==> config.mk <==
export PLATFORM = sky130hd
export DESIGN_NAME = csc_matrix_pipe
export DESIGN_NICKNAME = d
export VERILOG_FILES = /design/src/rtl/csc_pkg.sv /design/src/rtl/csc_mac_row.sv /design/src/rtl/csc_matrix_pipe.sv
export SDC_FILE = /design/constraint.sdc
export NUM_CORES = 2
export LEC_CHECK = 0
export CAP_MARGIN = 0
export CORE_MARGIN = 8
export CORE_UTILIZATION = 65
export DETAILED_ROUTE_END_ITERATION = 16
export PLACE_DENSITY = 0.83
export SLEW_MARGIN = 10
export SYNTH_ARGS = -nofsm -noshare
export SYNTH_HDL_FRONTEND = slang
export SYNTH_SLANG_ARGS = --single-unit
==> constraint.sdc <==
create_clock -name clk -period 9.3 [get_ports clk]
set_clock_uncertainty 0.2 [all_clocks]
set_input_delay 1.86 -clock clk [delete_from_list [all_inputs] [get_ports clk]]
set_output_delay 1.86 -clock clk [all_outputs]
set_load 0.005 [all_outputs]
==> src/rtl/csc_pkg.sv <==
// csc_pkg: shared constants for the csc_matrix_pipe colour-space converter
package csc_pkg;
  localparam int PIX_W_DEF = 8;
  localparam int COEF_W_DEF = 18;
  localparam int FRAC_W_DEF = 16;
  localparam int LAT = 4;
  localparam logic [3:0] CFG_COEF_BASE = 4'd0;
  localparam logic [3:0] CFG_OFF_BASE = 4'd9;
  // BT.601 full-range RGB->YCbCr, row-major, Q2.16
  localparam int DEF_COEF [9] = '{19595, 38470, 7471, -11059, -21709, 32768, 32768, -27439, -5329};
  // Offsets at 8 bits per channel; scaled by PIX_W-8 at the point of use
  localparam int DEF_OFF [3] = '{0, 128, 128};
endpackage

==> src/rtl/csc_mac_row.sv <==
// csc_mac_row: one output row of the 3x3 matrix (multiply, add tree, offset/round, clamp or wrap via CSC_CLAMP_EN)
module csc_mac_row
  import csc_pkg::*;
#(
  parameter int PIX_W = PIX_W_DEF,
  parameter int COEF_W = COEF_W_DEF,
  parameter int FRAC_W = FRAC_W_DEF,
  parameter int OFF_W = PIX_W + 2
) (
  input  logic                   clk,
  input  logic                   rst_n,
  input  logic [3*PIX_W-1:0]     pix,
  input  logic [2:0][COEF_W-1:0] coef,
  input  logic [OFF_W-1:0]       off,
  output logic [PIX_W-1:0]       y
);
  localparam int PROD_W = PIX_W + COEF_W + 1;
  localparam int ACC_W = PIX_W + COEF_W + 3;
  logic signed [PROD_W-1:0] p_q [3], p_d [3];
  logic signed [PROD_W-1:0] p2_q, p2_d;
  logic signed [OFF_W-1:0] off1_q, off1_d, off2_q, off2_d;
  logic signed [ACC_W-1:0] s01_q, s01_d, acc_q, acc_d;
  // Stage 1 products (channels zero-extended), stage 2 partial sum, stage 3 sum with offset and half-LSB rounding
  always_comb begin
    for (int c = 0; c < 3; c++)
      p_d[c] = PROD_W'(signed'(coef[c])) * PROD_W'(signed'({1'b0, pix[(2-c)*PIX_W +: PIX_W]}));
    off1_d = off;
    s01_d = ACC_W'(p_q[0]) + ACC_W'(p_q[1]);
    p2_d = p_q[2];
    off2_d = off1_q;
    acc_d = s01_q + ACC_W'(p2_q) + (ACC_W'(off2_q) <<< FRAC_W) + (ACC_W'(1) <<< (FRAC_W - 1));
  end
  // Pipeline registers; the offset travels with its products so a bank swap never splits a pixel
  always_ff @(posedge clk) begin
    if (!rst_n) begin
      p_q <= '{default: '0};
      off1_q <= '0;
      s01_q <= '0;
      p2_q <= '0;
      off2_q <= '0;
      acc_q <= '0;
    end else begin
      p_q <= p_d;
      off1_q <= off1_d;
      s01_q <= s01_d;
      p2_q <= p2_d;
      off2_q <= off2_d;
      acc_q <= acc_d;
    end
  end
`ifdef CSC_CLAMP_EN
  localparam int SH_W = ACC_W - FRAC_W;
  logic signed [SH_W-1:0] sh;
  // Stage 4 input: drop the fraction and saturate to [0, 2^PIX_W-1]
  always_comb begin
    sh = SH_W'(acc_q >>> FRAC_W);
    y = sh[SH_W-1] ? '0 : (|sh[SH_W-2:PIX_W]) ? '1 : sh[PIX_W-1:0];
  end
`else
  // Stage 4 input: drop the fraction and keep the low PIX_W bits (wraps)
  always_comb y = PIX_W'(acc_q >>> FRAC_W);
`endif
endmodule

==> src/rtl/csc_matrix_pipe.sv <==
// csc_matrix_pipe: programmable 3x3 colour-space converter, 4-cycle pipeline, shadow/active banks swapped on v_sync rise, clamp via CSC_CLAMP_EN
module csc_matrix_pipe
  import csc_pkg::*;
#(
  parameter int PIX_W = PIX_W_DEF,
  parameter int COEF_W = COEF_W_DEF,
  parameter int FRAC_W = FRAC_W_DEF,
  parameter int OFF_W = PIX_W + 2
) (
  input  logic               clk,
  input  logic               rst_n,
  input  logic               de_in,
  input  logic               h_sync_in,
  input  logic               v_sync_in,
  input  logic [3*PIX_W-1:0] pixel_in,
  input  logic               bypass,
  input  logic               cfg_we,
  input  logic [3:0]         cfg_addr,
  input  logic [COEF_W-1:0]  cfg_wdata,
  input  logic               cfg_commit,
  output logic               cfg_pending,
  output logic               de_out,
  output logic               h_sync_out,
  output logic               v_sync_out,
  output logic [3*PIX_W-1:0] pixel_out
);
  logic [8:0][COEF_W-1:0] coef_q, coef_d, shc_q, shc_d;
  logic [2:0][OFF_W-1:0] off_q, off_d, sho_q, sho_d;
  logic pend_q, pend_d, apply;
  logic [LAT-1:0][2:0] tim_q, tim_d;
  logic [2:0][3*PIX_W-1:0] pixd_q, pixd_d;
  logic [2:0] byp_q, byp_d;
  logic [3*PIX_W-1:0] out_q, out_d;
  logic [PIX_W-1:0] y [3];
  for (genvar r = 0; r < 3; r++) begin : g_row
    csc_mac_row #(.PIX_W(PIX_W), .COEF_W(COEF_W), .FRAC_W(FRAC_W), .OFF_W(OFF_W)) u_row (
      .clk(clk),
      .rst_n(rst_n),
      .pix(pixel_in),
      .coef(coef_q[3*r +: 3]),
      .off(off_q[r]),
      .y(y[r])
    );
  end
  // Commit arms on cfg_commit; the copy happens on a v_sync rise, before any same-cycle shadow write
  always_comb begin
    apply = (pend_q | cfg_commit) & v_sync_in & ~tim_q[0][0];
    pend_d = ~apply & (pend_q | cfg_commit);
    coef_d = apply ? shc_q : coef_q;
    off_d = apply ? sho_q : off_q;
    for (int i = 0; i < 9; i++)
      shc_d[i] = (cfg_we && cfg_addr == CFG_COEF_BASE + 4'(i)) ? cfg_wdata : shc_q[i];
    for (int i = 0; i < 3; i++)
      sho_d[i] = (cfg_we && cfg_addr == CFG_OFF_BASE + 4'(i)) ? cfg_wdata[OFF_W-1:0] : sho_q[i];
  end
  // Timing and raw-pixel delay lines; bypass selects the raw pixel at the output stage
  always_comb begin
    tim_d = {tim_q[LAT-2:0], de_in, h_sync_in, v_sync_in};
    pixd_d = {pixd_q[1:0], pixel_in};
    byp_d = {byp_q[1:0], bypass};
    out_d = byp_q[2] ? pixd_q[2] : {y[0], y[1], y[2]};
  end
  // State registers; reset restores the BT.601 banks in both active and shadow
  always_ff @(posedge clk) begin
    if (!rst_n) begin
      for (int i = 0; i < 9; i++) begin
        coef_q[i] <= COEF_W'(DEF_COEF[i]);
        shc_q[i] <= COEF_W'(DEF_COEF[i]);
      end
      for (int i = 0; i < 3; i++) begin
        off_q[i] <= OFF_W'(DEF_OFF[i] << (PIX_W - 8));
        sho_q[i] <= OFF_W'(DEF_OFF[i] << (PIX_W - 8));
      end
      pend_q <= 1'b0;
      tim_q <= '0;
      pixd_q <= '0;
      byp_q <= '0;
      out_q <= '0;
    end else begin
      coef_q <= coef_d;
      shc_q <= shc_d;
      off_q <= off_d;
      sho_q <= sho_d;
      pend_q <= pend_d;
      tim_q <= tim_d;
      pixd_q <= pixd_d;
      byp_q <= byp_d;
      out_q <= out_d;
    end
  end
  assign cfg_pending = pend_q;
  assign {de_out, h_sync_out, v_sync_out} = tim_q[LAT-1];
  assign pixel_out = out_q;
endmodule

After elaboration in Yosys (flattened, before gate mapping)
Index checks and enable logic that the tools add are counted.
{ "classes": {"addsub": 12, "n_mul": 9, "n_eq_ne": 11, "n_mux": 1, "n_bitwise": 6, "n_reduce_logical": 13} }
{ "ops": {"columns": ["cell", "count"], "rows": [
  ["$add 24x24->24", 9],
  ["$mul 18x9->24", 9],
  ["$add 24x17->24 const B", 3],
  ["$mux 24", 1],
  ["$eq 4x3->1 const B", 4],
  ["$eq 4x4->1 const B", 4],
  ["$logic_and 1x1->1", 12],
  ["$eq 4x2->1 const B", 2],
  ["$eq 4x1->1 const B", 1],
  ["$logic_not 4->1", 1],
  ["$and 1x1->1", 3],
  ["$not 1->1", 2],
  ["$or 1x1->1", 1]
]} }
{ "totals": {"ff_bits": 964} }

Depth between registers and ports, before layout
{ "depth": {"ltp_word": 5, "ltp_mapped": 20} }

By module
A second synthesis with hierarchy kept.
{ "unflattened": {"hier_cells": 8563, "area_unflattened_um2": 77176.5} }
{ "modules_own_cells": {"columns": ["module", "instances", "cells_per_inst", "area_each_um2"], "rows": [
  ["csc_mac_row (g_row[2].u_row)", 1, 2250, 19846.5],
  ["csc_mac_row (g_row[1].u_row)", 1, 2230, 19819.0],
  ["csc_mac_row (g_row[0].u_row)", 1, 2235, 19723.9],
  ["csc_matrix_pipe", 1, 1848, 17787.1]
]} }

Worst setup path after synthesis
Ideal clock, no wire load.
{ "synth_timing": {"path_type": "input to register", "start": "input port pixel_in[16]", "end": "register g_row[2].u_row.p_q[77] (netlist name)", "setup_ps": 128, "arrival_time_ps": 6329, "required_ps": 8972, "path_slack_ps": 2643, "path_stages": 19, "cell_sequence": "clkbuf_1 -> clkbuf_1 -> nand2_1 -> fa_1 -> inv_1 -> fa_1 -> fa_1 -> inv_1 -> fa_1 -> inv_1 -> ha_1 -> or3_1 -> or2_2 -> a31oi_1 -> nor3_1 -> nor3_1 -> o31ai_1 -> xnor2_1 -> nor2_1"} }
{ "synth_between": {"elab_chain_len": 1} }
{ "synth_rtl": {"columns": ["item", "line_no", "text"], "rows": [
  ["from (decl)", "csc_matrix_pipe.sv:15", "input logic [3*PIX_W-1:0] pixel_in,"],
  ["$mul 18x9->24", "csc_mac_row.sv:26", "p_d[c] = PROD_W'(signed'(coef[c])) * PROD_W'(signed'({1'b0, pix[(2-c)*PIX_W +: PIX_W]}));"],
  ["to (signal assigned)", "csc_mac_row.sv:43", "p_q <= p_d;"],
  ["to (decl)", "csc_mac_row.sv:19", "logic signed [PROD_W-1:0] p_q [3], p_d [3];"]
]} }
Every way passes these cells.
A chain may end at the register's enable or synchronous reset.

Worst setup path in the final report
{ "layout_timing": {"start": "input port pixel_in[23]", "end": "register g_row[1].u_row.p_q[76] (netlist name)"} }
{ "layout_between": {"elab_chain_len": 1} }
{ "layout_rtl": {"columns": ["item", "line_no"], "rows": [
  ["$mul 18x9->24", "csc_mac_row.sv:26"],
  ["to (signal assigned)", "csc_mac_row.sv:43"],
  ["to (decl)", "csc_mac_row.sv:19"]
]} }
Every way passes these cells.

==> metrics.cfg <==
[outcome]
status = finished, final reports clean

[logic_synthesis]
synth_top_family_by_area = adder cells
synth_edf_count = 0
avgSynthCellArea_um2 = 8.712
synth_area_leaders = fa_1 (26%), dfxtp_1 (24%), ha_1 (10%)
yosys_warnings = 0
synthArstFlopShare = 0
syn_area_um2 = 75250
synth_cells = 8638
synth_ff_type = dfxtp_1
synth_top_area_share = 0.2578
yosysTopAreaCell = fa_1
synth_nets = 10260
muxShareOfSynthArea = 0.008646
synth_compound_area_frac = 0.06672
yosys.area_share.simple = 0.2014
synth_seq_cells = 916
synth_fa_ha_area_frac = 0.3575
synthDistinctLibCells = 82
yosys.area_share.xor_xnor = 0.02956
synth-seq-area-share = 0.2437

[worst_setup_path]
path_buf_inv = 4
arrival_ps = 7590
cp.required_ps = 9650
cpMostUsedCell = fa_1
path_cells = clkdlybuf4s50_1 > buf_4 > and2_1 > ha_1 > fa_1 > fa_1 > inv_1 > fa_1 > inv_1 > ha_1 > or3_1 > a211oi_1 > nor3_1 > o31ai_1 > o21ai_0 > xnor2_1 > nor2_1
worstSetupEndpointType = flop
crit_slowest_cell = clkdlybuf4s50_1
crit_cells = 17
critical_path.startpoint_type = input port
crit_family = adder cells
cp_max_fo = 31
cpPeakStageDelay_ps = 1220
r2r_cells = 17
worstSetupPathType = in2reg

[cells_and_area]
final_nets = 10060
post_route_cells_drive_above_1_share = 0.03721
layout_commonest_cell = nand2_1
mostFrequentLayoutCells = nand2_1 (1493), inv_1 (1408), fa_1 (969)
synthToLayoutAreaGrowth_pct = 6.707
design_area_um2 = 80300
fill_cells = 8489

[floorplanning]
io_pins = 82
core_area_um2 = 115600
die-height_um = 356.3
row_count = 125
die-area_um2 = 126900
die_x_um = 356.3
start_util = 0.6511

[min_path]
min_path_cells = 2
hold_class = reg2reg

[clock_tree]
post_cts_buffers = 0
clockBufferDepth = 3
clk_latency_ps = 720
root_buffer = clkbuf_16
cts_sinks = 916
cts.clk_slew.worst_paths_ps = 70
cts_buffers = 98
cts_hold_buf = 0
tritoncts = built
cts_resized = 0
cts.htree.levels = 3

[placement]
dpl_cell_area_um2 = 76650
dpl.hpwl_mm = 136.0
placement.io_buffers = 81
globalplace.congestion = 0.9061

[global_routing]
grt_overflow = 0
grt_pass1_wl_mm = 306.1
first_global_vias = 59430
grt_max_degree = 150
grt_antenna_before_repair = 14
grt_usage = 0.2987

[route]
drt-initial-drc-count = 4588
vias_per_cell = 5.715
route.detailed.drc = 0
vias = 57480
final_antenna_net_count = 0
finalWirelength_mm = 189.1
wire_per_inst_um = 18.80
drt_first_pass_iters = 6

[timing]
rsz0062_at_grt = false
min_period_over_period = 0.7777
setup_violations = 0
min_period_ps = 7232
hold_slack_ps = 215.7
max_freq_ghz = 0.1383
timing_hold_violations_final = 0
drv_slew = 0
tns_ps = 0
slew_headroom = 0.1745
worstMarginPinSlew_ps = 1234

[power_and_ir_drop]
leakage_nw = 39.95
p_per_area_nw_per_um2 = 212.3
ir_drop_mv = 0.2231
total_power_mw = 17.05

[flow_run]
drv_cap = 0

[flip-flops by register name (all words and copies together) (netlist names), 3 cells and up]
name and flops:
byp_q 3, coef_q 162, g_row.u_row.acc_q 24, g_row.u_row.off1_q 24
g_row.u_row.off2_q 24, g_row.u_row.p2_d 72, g_row.u_row.p2_q 72, g_row.u_row.p_q 144
g_row.u_row.s01_q 72, off_q 24, pixd_d 48, pixd_q 24
pixel_out 24, shc_q 162, sho_q 24, tim_d 9
[kinds of logic after synthesis]
logic type,Yosys count
compound gates,793
xor+xnor,254
fa+ha+maj,1569
buf+inv,1850
flops,916
mux,65
simple gates,3191
[where the power goes]
group          internal, mW  switching (mW)
sequential             4.46           0.339
clock                  2.55            1.76
combinational          3.30            4.64
total                  10.3            6.74
[metrics by stage]
stage | setup WS (ps) | cells | util
CTS | 2234 | 10040 | 0.6945
global route | 1988 | 10040 | 0.6945
global placement | 1712 | 9860 | 0.6632
finish | 2068 | 10060 | 0.6948
floorplan | 2643 | 8638 | -
detailed placement | 1542 | 9860 | 0.6632
[final cells by class]
| cell class | count | area, um2 | area share |
|---|---|---|---|
| diodes | 14 | 35.03 | 0.0004363 |
| clock buffers | 127 | 2733 | 0.03403 |
| clock inverters | 57 | 885.9 | 0.01103 |
| inverters | 1409 | 5296 | 0.06596 |
| multi-input cells | 5872 | 49980 | 0.6224 |
| flip-flops and latches | 916 | 18340 | 0.2284 |
| well taps | 1524 | 1907 | 0.02375 |
| repair buffers | 139 | 1124 | 0.01399 |
[cell usage after synthesis (all sizes together), types with 4 or more instances]
master   number
a21o         89
nor3b        23
a31oi        21
o2111ai       9
o22ai         7
nand2      1493
and2        860
mux2i        65
o41ai         6
or2          12
a311oi        7
nand2b       40
ha          600
nor2        326
o31ai        13
a21boi        7
or3          31
a31o          5
nor2b        19
o211ai       18
and3         31
o21bai       35
xnor2       185
dfxtp       916
a21oi       362
a2111oi       6
fa          969
xor2         69
nor4          9
and4          4
nor3         94
o21ai        97
nand3b       10
nand4        24
nand3       205
clkbuf      353
buf          88
inv        1409
a211o         8
o21a         38
a211oi       39
[final timing paths]
kind	start	slack, ps	end
worst min-delay path	shc_q[109]$_SDFFE_PN0P_	220	coef_q[109]$_SDFFE_PN0P_
worst max register to register	coef_q[77]$_SDFFE_PN1P_	3800	g_row[1].u_row.p_q[50]$_SDFF_PN0_
worst min register to register	shc_q[109]$_SDFFE_PN0P_	220	coef_q[109]$_SDFFE_PN0P_
worst max-delay path	pixel_in[23]	2070	g_row[1].u_row.p_q[76]$_SDFF_PN0_
[worst register-to-register path: stages, from the launching register on]
cell and delay [ps]:
dfxtp_1 570, nand2_1 150, fa_1 540, fa_1 550
inv_1 50, fa_1 480, inv_1 50, fa_1 470
inv_1 40, ha_1 400, nand3_1 130, o211ai_1 200
o211ai_1 280, nand2_1 200, a311oi_1 600, o31ai_1 200
xnor2_1 180, nor2_1 50
[per-layer routing]
layer  up-vias  routed length, um  track usage  share of wire
met3       601              18470      0.06917          0.098
met2      2580              87890       0.4847           0.46
met1     28230              73590       0.3791           0.39
met4        10               9039       0.1404          0.048
met5         -                 63            0        0.00033
li1      26060                  -            -              -
Note: power is estimated with default switching activity, not from simulation.
